## src/rtl/vga_wbm_arb.sv

```systemverilog
// Wishbone B3 read-burst arbiter sharing one master port between the VGA video line fetch and the cursor-buffer fetch.
// Optional build macro VGA_ARB_STARVE_GUARD_EN adds a starvation guard for the cursor; without it video has strict priority.
//
// state | meaning
// IDLE  | no bus cycle; arbitrates between the two requesters
// VID   | video burst in progress
// CUR   | cursor burst in progress
module vga_wbm_arb #(
    parameter int AW         = 30,
    parameter int LW         = 4,
    parameter int STARVE_LIM = 4
) (
    input  logic          wb_clk_i,
    input  logic          arst_i,
    input  logic          vid_req_i,
    input  logic [AW-1:0] vid_adr_i,
    input  logic [LW-1:0] vid_len_i,
    output logic          vid_gnt_o,
    output logic          vid_ack_o,
    output logic          vid_err_o,
    input  logic          cur_req_i,
    input  logic [AW-1:0] cur_adr_i,
    input  logic [LW-1:0] cur_len_i,
    output logic          cur_gnt_o,
    output logic          cur_ack_o,
    output logic          cur_err_o,
    output logic [31:0]   dat_o,
    output logic          wbm_cyc_o,
    output logic          wbm_stb_o,
    output logic [AW-1:0] wbm_adr_o,
    output logic [2:0]    wbm_cti_o,
    output logic [1:0]    wbm_bte_o,
    input  logic          wbm_ack_i,
    input  logic          wbm_err_i,
    input  logic [31:0]   wbm_dat_i
);

    typedef enum logic [1:0] {IDLE, VID, CUR} state_t;

    state_t        state, state_nxt;
    logic          rdy;
    logic [AW-1:0] adr_q;
    logic [LW-1:0] cnt_q;
    logic          starved;
    logic          pick_vid, pick_cur;
    logic          last_beat, burst_end, busy;

`ifdef VGA_ARB_STARVE_GUARD_EN
    localparam int SW = $clog2(STARVE_LIM + 1);
    logic [SW-1:0] starve_q;

    assign starved = (starve_q == SW'(STARVE_LIM));

    // Counts video wins while the cursor is kept waiting; any idle edge without a cursor request forgives it.
    always_ff @(posedge wb_clk_i or negedge arst_i) begin
        if (!arst_i) begin
            starve_q <= '0;
        end else if (state == IDLE) begin
            if (pick_cur || !cur_req_i)
                starve_q <= '0;
            else if (pick_vid && !starved)
                starve_q <= starve_q + SW'(1);
        end
    end
`else
    assign starved = (STARVE_LIM < 0);
`endif

    assign busy      = (state != IDLE);
    assign last_beat = (cnt_q == '0);
    assign burst_end = busy && (wbm_err_i || (wbm_ack_i && last_beat));

    always_comb begin
        pick_vid = rdy && vid_req_i && !(cur_req_i && starved);
        pick_cur = rdy && cur_req_i && !pick_vid;
    end

    always_comb begin
        state_nxt = state;
        case (state)
            IDLE: begin
                if (pick_vid)
                    state_nxt = VID;
                else if (pick_cur)
                    state_nxt = CUR;
            end
            VID, CUR: begin
                if (burst_end)
                    state_nxt = IDLE;
            end
            default: state_nxt = IDLE;
        endcase
    end

    // rdy holds off arbitration for the first cycle after reset release.
    always_ff @(posedge wb_clk_i or negedge arst_i) begin
        if (!arst_i) begin
            state <= IDLE;
            rdy   <= 1'b0;
            adr_q <= '0;
            cnt_q <= '0;
        end else begin
            state <= state_nxt;
            rdy   <= 1'b1;
            if (state == IDLE) begin
                if (pick_vid) begin
                    adr_q <= vid_adr_i;
                    cnt_q <= vid_len_i;
                end else if (pick_cur) begin
                    adr_q <= cur_adr_i;
                    cnt_q <= cur_len_i;
                end
            end else if (wbm_ack_i && !wbm_err_i) begin
                adr_q <= adr_q + AW'(1);
                if (!last_beat)
                    cnt_q <= cnt_q - LW'(1);
            end
        end
    end

    assign wbm_cyc_o = busy;
    assign wbm_stb_o = busy;
    assign wbm_adr_o = adr_q;
    assign wbm_cti_o = busy ? (last_beat ? 3'b111 : 3'b010) : 3'b000;
    assign wbm_bte_o = 2'b00;
    assign dat_o     = busy ? wbm_dat_i : 32'h0;

    // Error wins over a coincident ack so the requester never sees both.
    assign vid_gnt_o = (state == VID);
    assign cur_gnt_o = (state == CUR);
    assign vid_ack_o = vid_gnt_o && wbm_ack_i && !wbm_err_i;
    assign cur_ack_o = cur_gnt_o && wbm_ack_i && !wbm_err_i;
    assign vid_err_o = vid_gnt_o && wbm_err_i;
    assign cur_err_o = cur_gnt_o && wbm_err_i;

endmodule

```

## config.mk

```make
export PLATFORM = sky130hd
export DESIGN_NAME = vga_wbm_arb
export DESIGN_NICKNAME = d
export VERILOG_FILES = /design/src/rtl/vga_wbm_arb.sv
export SDC_FILE = /design/constraint.sdc
export NUM_CORES = 1
export LEC_CHECK = 0
export CAP_MARGIN = 20
export CELL_PAD_IN_SITES_DETAIL_PLACEMENT = 0
export CELL_PAD_IN_SITES_GLOBAL_PLACEMENT = 2
export CORE_MARGIN = 2
export CORE_UTILIZATION = 21
export CTS_CLUSTER_SIZE = 24
export DETAILED_ROUTE_END_ITERATION = 8
export GPL_TIMING_DRIVEN = 0
export PLACE_DENSITY = 0.82
export RECOVER_POWER = 100
export SYNTH_ARGS = -nofsm -noshare
export SYNTH_HDL_FRONTEND = slang
export SYNTH_SLANG_ARGS = --single-unit
```

## constraint.sdc

```tcl
create_clock -name wb_clk_i -period 2.76 [get_ports wb_clk_i]
set_input_delay 0.414 -clock wb_clk_i [delete_from_list [all_inputs] [get_ports wb_clk_i]]
set_output_delay 0.414 -clock wb_clk_i [all_outputs]
set_load 0.05 [all_outputs]
```

==> impl_metrics.toml <==
[status]
outcome = "complete, no violations"

[global_route]
grt_pass1_wl_mm = 23.0
grt_pass1_vias = 4053
antenna_found_initial = 0
grt_max_degree = 24
grt_usage = 0.183
overflow = 0

[drt]
postRouteAntennaNets = 0
post_drt_wl_per_cell_um = 18.6
routed_wl_mm = 14.7
dr.pass1.iters = 5
dr.first_iter.drc_count = 270
vias_per_cell = 5.04
drc_errors = 0
vias = 3983

[clocking]
cts_buffer_depth = 2
worstSkewPairLatency_ns = 0.29
cts_hold_buffers = 0
cts_tree = "built"
h-tree-depth = 2
cts_num_sinks = 37
cts-root-buf = "clkbuf_16"
cts_made_buffers = 5
clkSlewWorstSetupHoldPaths_ns = 0.07
cts_setup_buffers = 0

[worst_hold_path]
hold_class = "input port to asynchronous set/reset pin"

[yosys]
synthMuxAreaShare = 0.0160
synth_simple_gate_area_share = 0.384
ys.flop_type = "dfrtp_1"
synth-async-reset-ratio = 1.00
synth_compound_area_frac = 0.211
synthesis.area_mm2 = 0.00314
yosys_warnings = 0
synthAdderAreaFrac = 0.0239
synthXorXnorAreaFrac = 0
ys_seq_area_frac = 0.295
ys_seq_elements = 37
synth_top_family_by_area = "simple AND/OR/NAND/NOR gates"
synthesis.instances = 420
avgSynthCellArea_um2 = 7.47
synth_edf_count = 0
yosysUniqueCellTypes = 59

[pwr]
finalPower_mw = 6.39
power.leakage_nw = 2.11
peakVddDrop_v = 0.000426
power_density_mw_per_mm2 = 1230

[critical_path]
max_stage_delay_ns = 0.54
cp.depth = 7
endpoint_kind = "primary output"
path_max_fanout = 10
cp_top_family = "buffers and inverters"
path_buf_inv = 5
reg2reg_depth = 9
reg2reg_to = "wbm_adr_o[5]"
crit_chain = "inv_1, ha_1, clkbuf_4, buf_4, clkbuf_2, nor2b_1, dlygate4sd2_1"
r2r-start = "state[1]"
crit_path_start_kind = "flip-flop"
slowest_stage = "dlygate4sd2_1"
crit_arrival_ns = 2.25
path_class = "flip-flop to primary output"
r2r_slack_ns = 0.21
worstPathRequired_ns = 2.35

[floorplan]
die_w_um = 126
die_h_um = 126
rows = 44
start_util = 0.215
io_pins = 181
dieArea_mm2 = 0.0159
coreArea_mm2 = 0.0146

[timing]
min_period_ns = 2.66
fmax_mhz = 375
worstMarginPinSlew_ns = 1.38
setup_violations = 0
clock_skew_ns = 0.0107
fin_setup_tns_ns = 0
rsz0062_at_grt = "false"
final_hold_viol_count = 0
slew_violations = 0
setup_ws_ns = 0.0965
slew_headroom = 0.0772
fin_crit_sh = 0.965

[placed_design]
post-dp-hpwl_mm = 11.4
dpl_worst_slack_ns = -0.264
port_buffers = 178
gp_routability_congestion = 0.856

[job]
timing.max_cap.violations = 0

[layout]
layout_commonest_cell = "clkdlybuf4s50_1"
final_core_util = 0.355
mostFrequentLayoutCells = "104 x clkdlybuf4s50_1, 67 x nand2_1, 37 x a21oi_1, 37 x dfrtp_1, 36 x dlygate4sd3_1"
fillers = 1578
area_delta_synth_final_pct = 65.2
regArea_um2 = 926
layout-drive-gt1-share = 0.101
multiInputGateArea_mm2 = 0.00199
antenna_cells = 0
nets = 717
-- logic make-up (layout without fill, tap and decap cells) --
group                      Yosys count  count (layout)
other                                2               3
AOI/OAI and AO/OA                  105             105
and+or+nand+nor                    222             222
adders and majority gates            6               6
DFF                                 37              37
muxes                                5               5
buffers and inverters               43             228
-- metal layers --
metal  track usage  vias to the layer above  share of wire
met5             0                        -              0
met4        0.0407                        0          0.017
met3        0.0395                       19          0.084
met2         0.310                      229           0.48
met1         0.238                     1867           0.42
li1              -                     1868              -
-- report_power, final --
group          total (mW)  switching [mW]  leakage, nW  internal [mW]
clock               0.678           0.250       0.0800          0.428
sequential           1.18           0.372        0.430          0.810
combinational        4.53            3.18         1.60           1.34
-- synthesized netlist by cell type, types with 3 or more instances --
master,count,area (um^2)
nor2b_1,35,219
nor2_1,26,97.6
and3_1,7,43.8
a22oi_1,3,22.5
o211ai_1,3,22.5
clkbuf_1,10,37.5
and4_1,3,26.3
ha_1,6,75.1
buf_2,15,75.1
nand3_1,30,150
o31ai_1,3,22.5
inv_1,9,33.8
o21ai_1,3,15.0
nor3_2,3,30.0
nand2_1,67,251
a21oi_1,37,185
o22a_1,7,61.3
nor3_1,13,65.1
and2_1,4,25.0
dfrtp_1,37,926
o21ai_0,24,120
a31oi_1,4,25.0
buf_4,5,37.5
mux2i_1,5,50.1
nor4_1,3,18.8
nand4_1,12,75.1
a32oi_1,4,35.0
-- through the flow --
step           cell area (um^2)  hold WS, ns  cells
4_1_cts                    5300       0.0590    790
6_report                   5180        0.239    790
3_5_place_dp               5170        0.370    784
3_3_place_gp               5150        0.516    783
2_1_floorplan              3140        0.118    421
5_1_grt                    5180        0.323    790
-- repair_timing --
item / in CTS / in global routing
endpoints found under the hold margin: 0 / 0
pin swaps: 0 / 0
gates resized for setup: 36 / 36
endpoints found under the setup margin: 35 / 28
-- state kept, by name (all words and copies together) (netlist names) --
name / count
cnt_q: 4
rdy: 1
state: 2
wbm_adr_o: 30
-- final cells by class --
| type | count | area share |
|---|---|---|
| multi-input combinational | 341 | 0.384 |
| timing repair buffer | 179 | 0.320 |
| sequential | 37 | 0.179 |
| tap | 184 | 0.0444 |
| buffer | 31 | 0.0328 |
| clock buffer | 5 | 0.0241 |
| clock inverter | 3 | 0.00893 |
| inverter | 10 | 0.00724 |
-- worst max-delay path by stage --
stage	start	end	slack, ns
floorplan	state[0]	wbm_cti_o[2]	0.46
global route	state[1]	dat_o[15]	0.003
detailed placement	state[0]	wbm_cti_o[1]	-0.26
finish	state[0]	dat_o[15]	0.1
CTS	state[0]	dat_o[5]	-0.02
global placement	state[0]	wbm_stb_o	-0.28
-- worst reg2reg max path, cell delays in order, from the launching register on --
cell	delay (ns)
dfrtp_1	0.40
inv_1	0.11
ha_1	0.18
clkbuf_4	0.24
o211ai_1	0.36
and2_0	0.29
clkbuf_2	0.22
clkbuf_2	0.28
o21ai_0	0.24
o21ai_0	0.11
No activity file was read; power rests on OpenSTA's default activity.
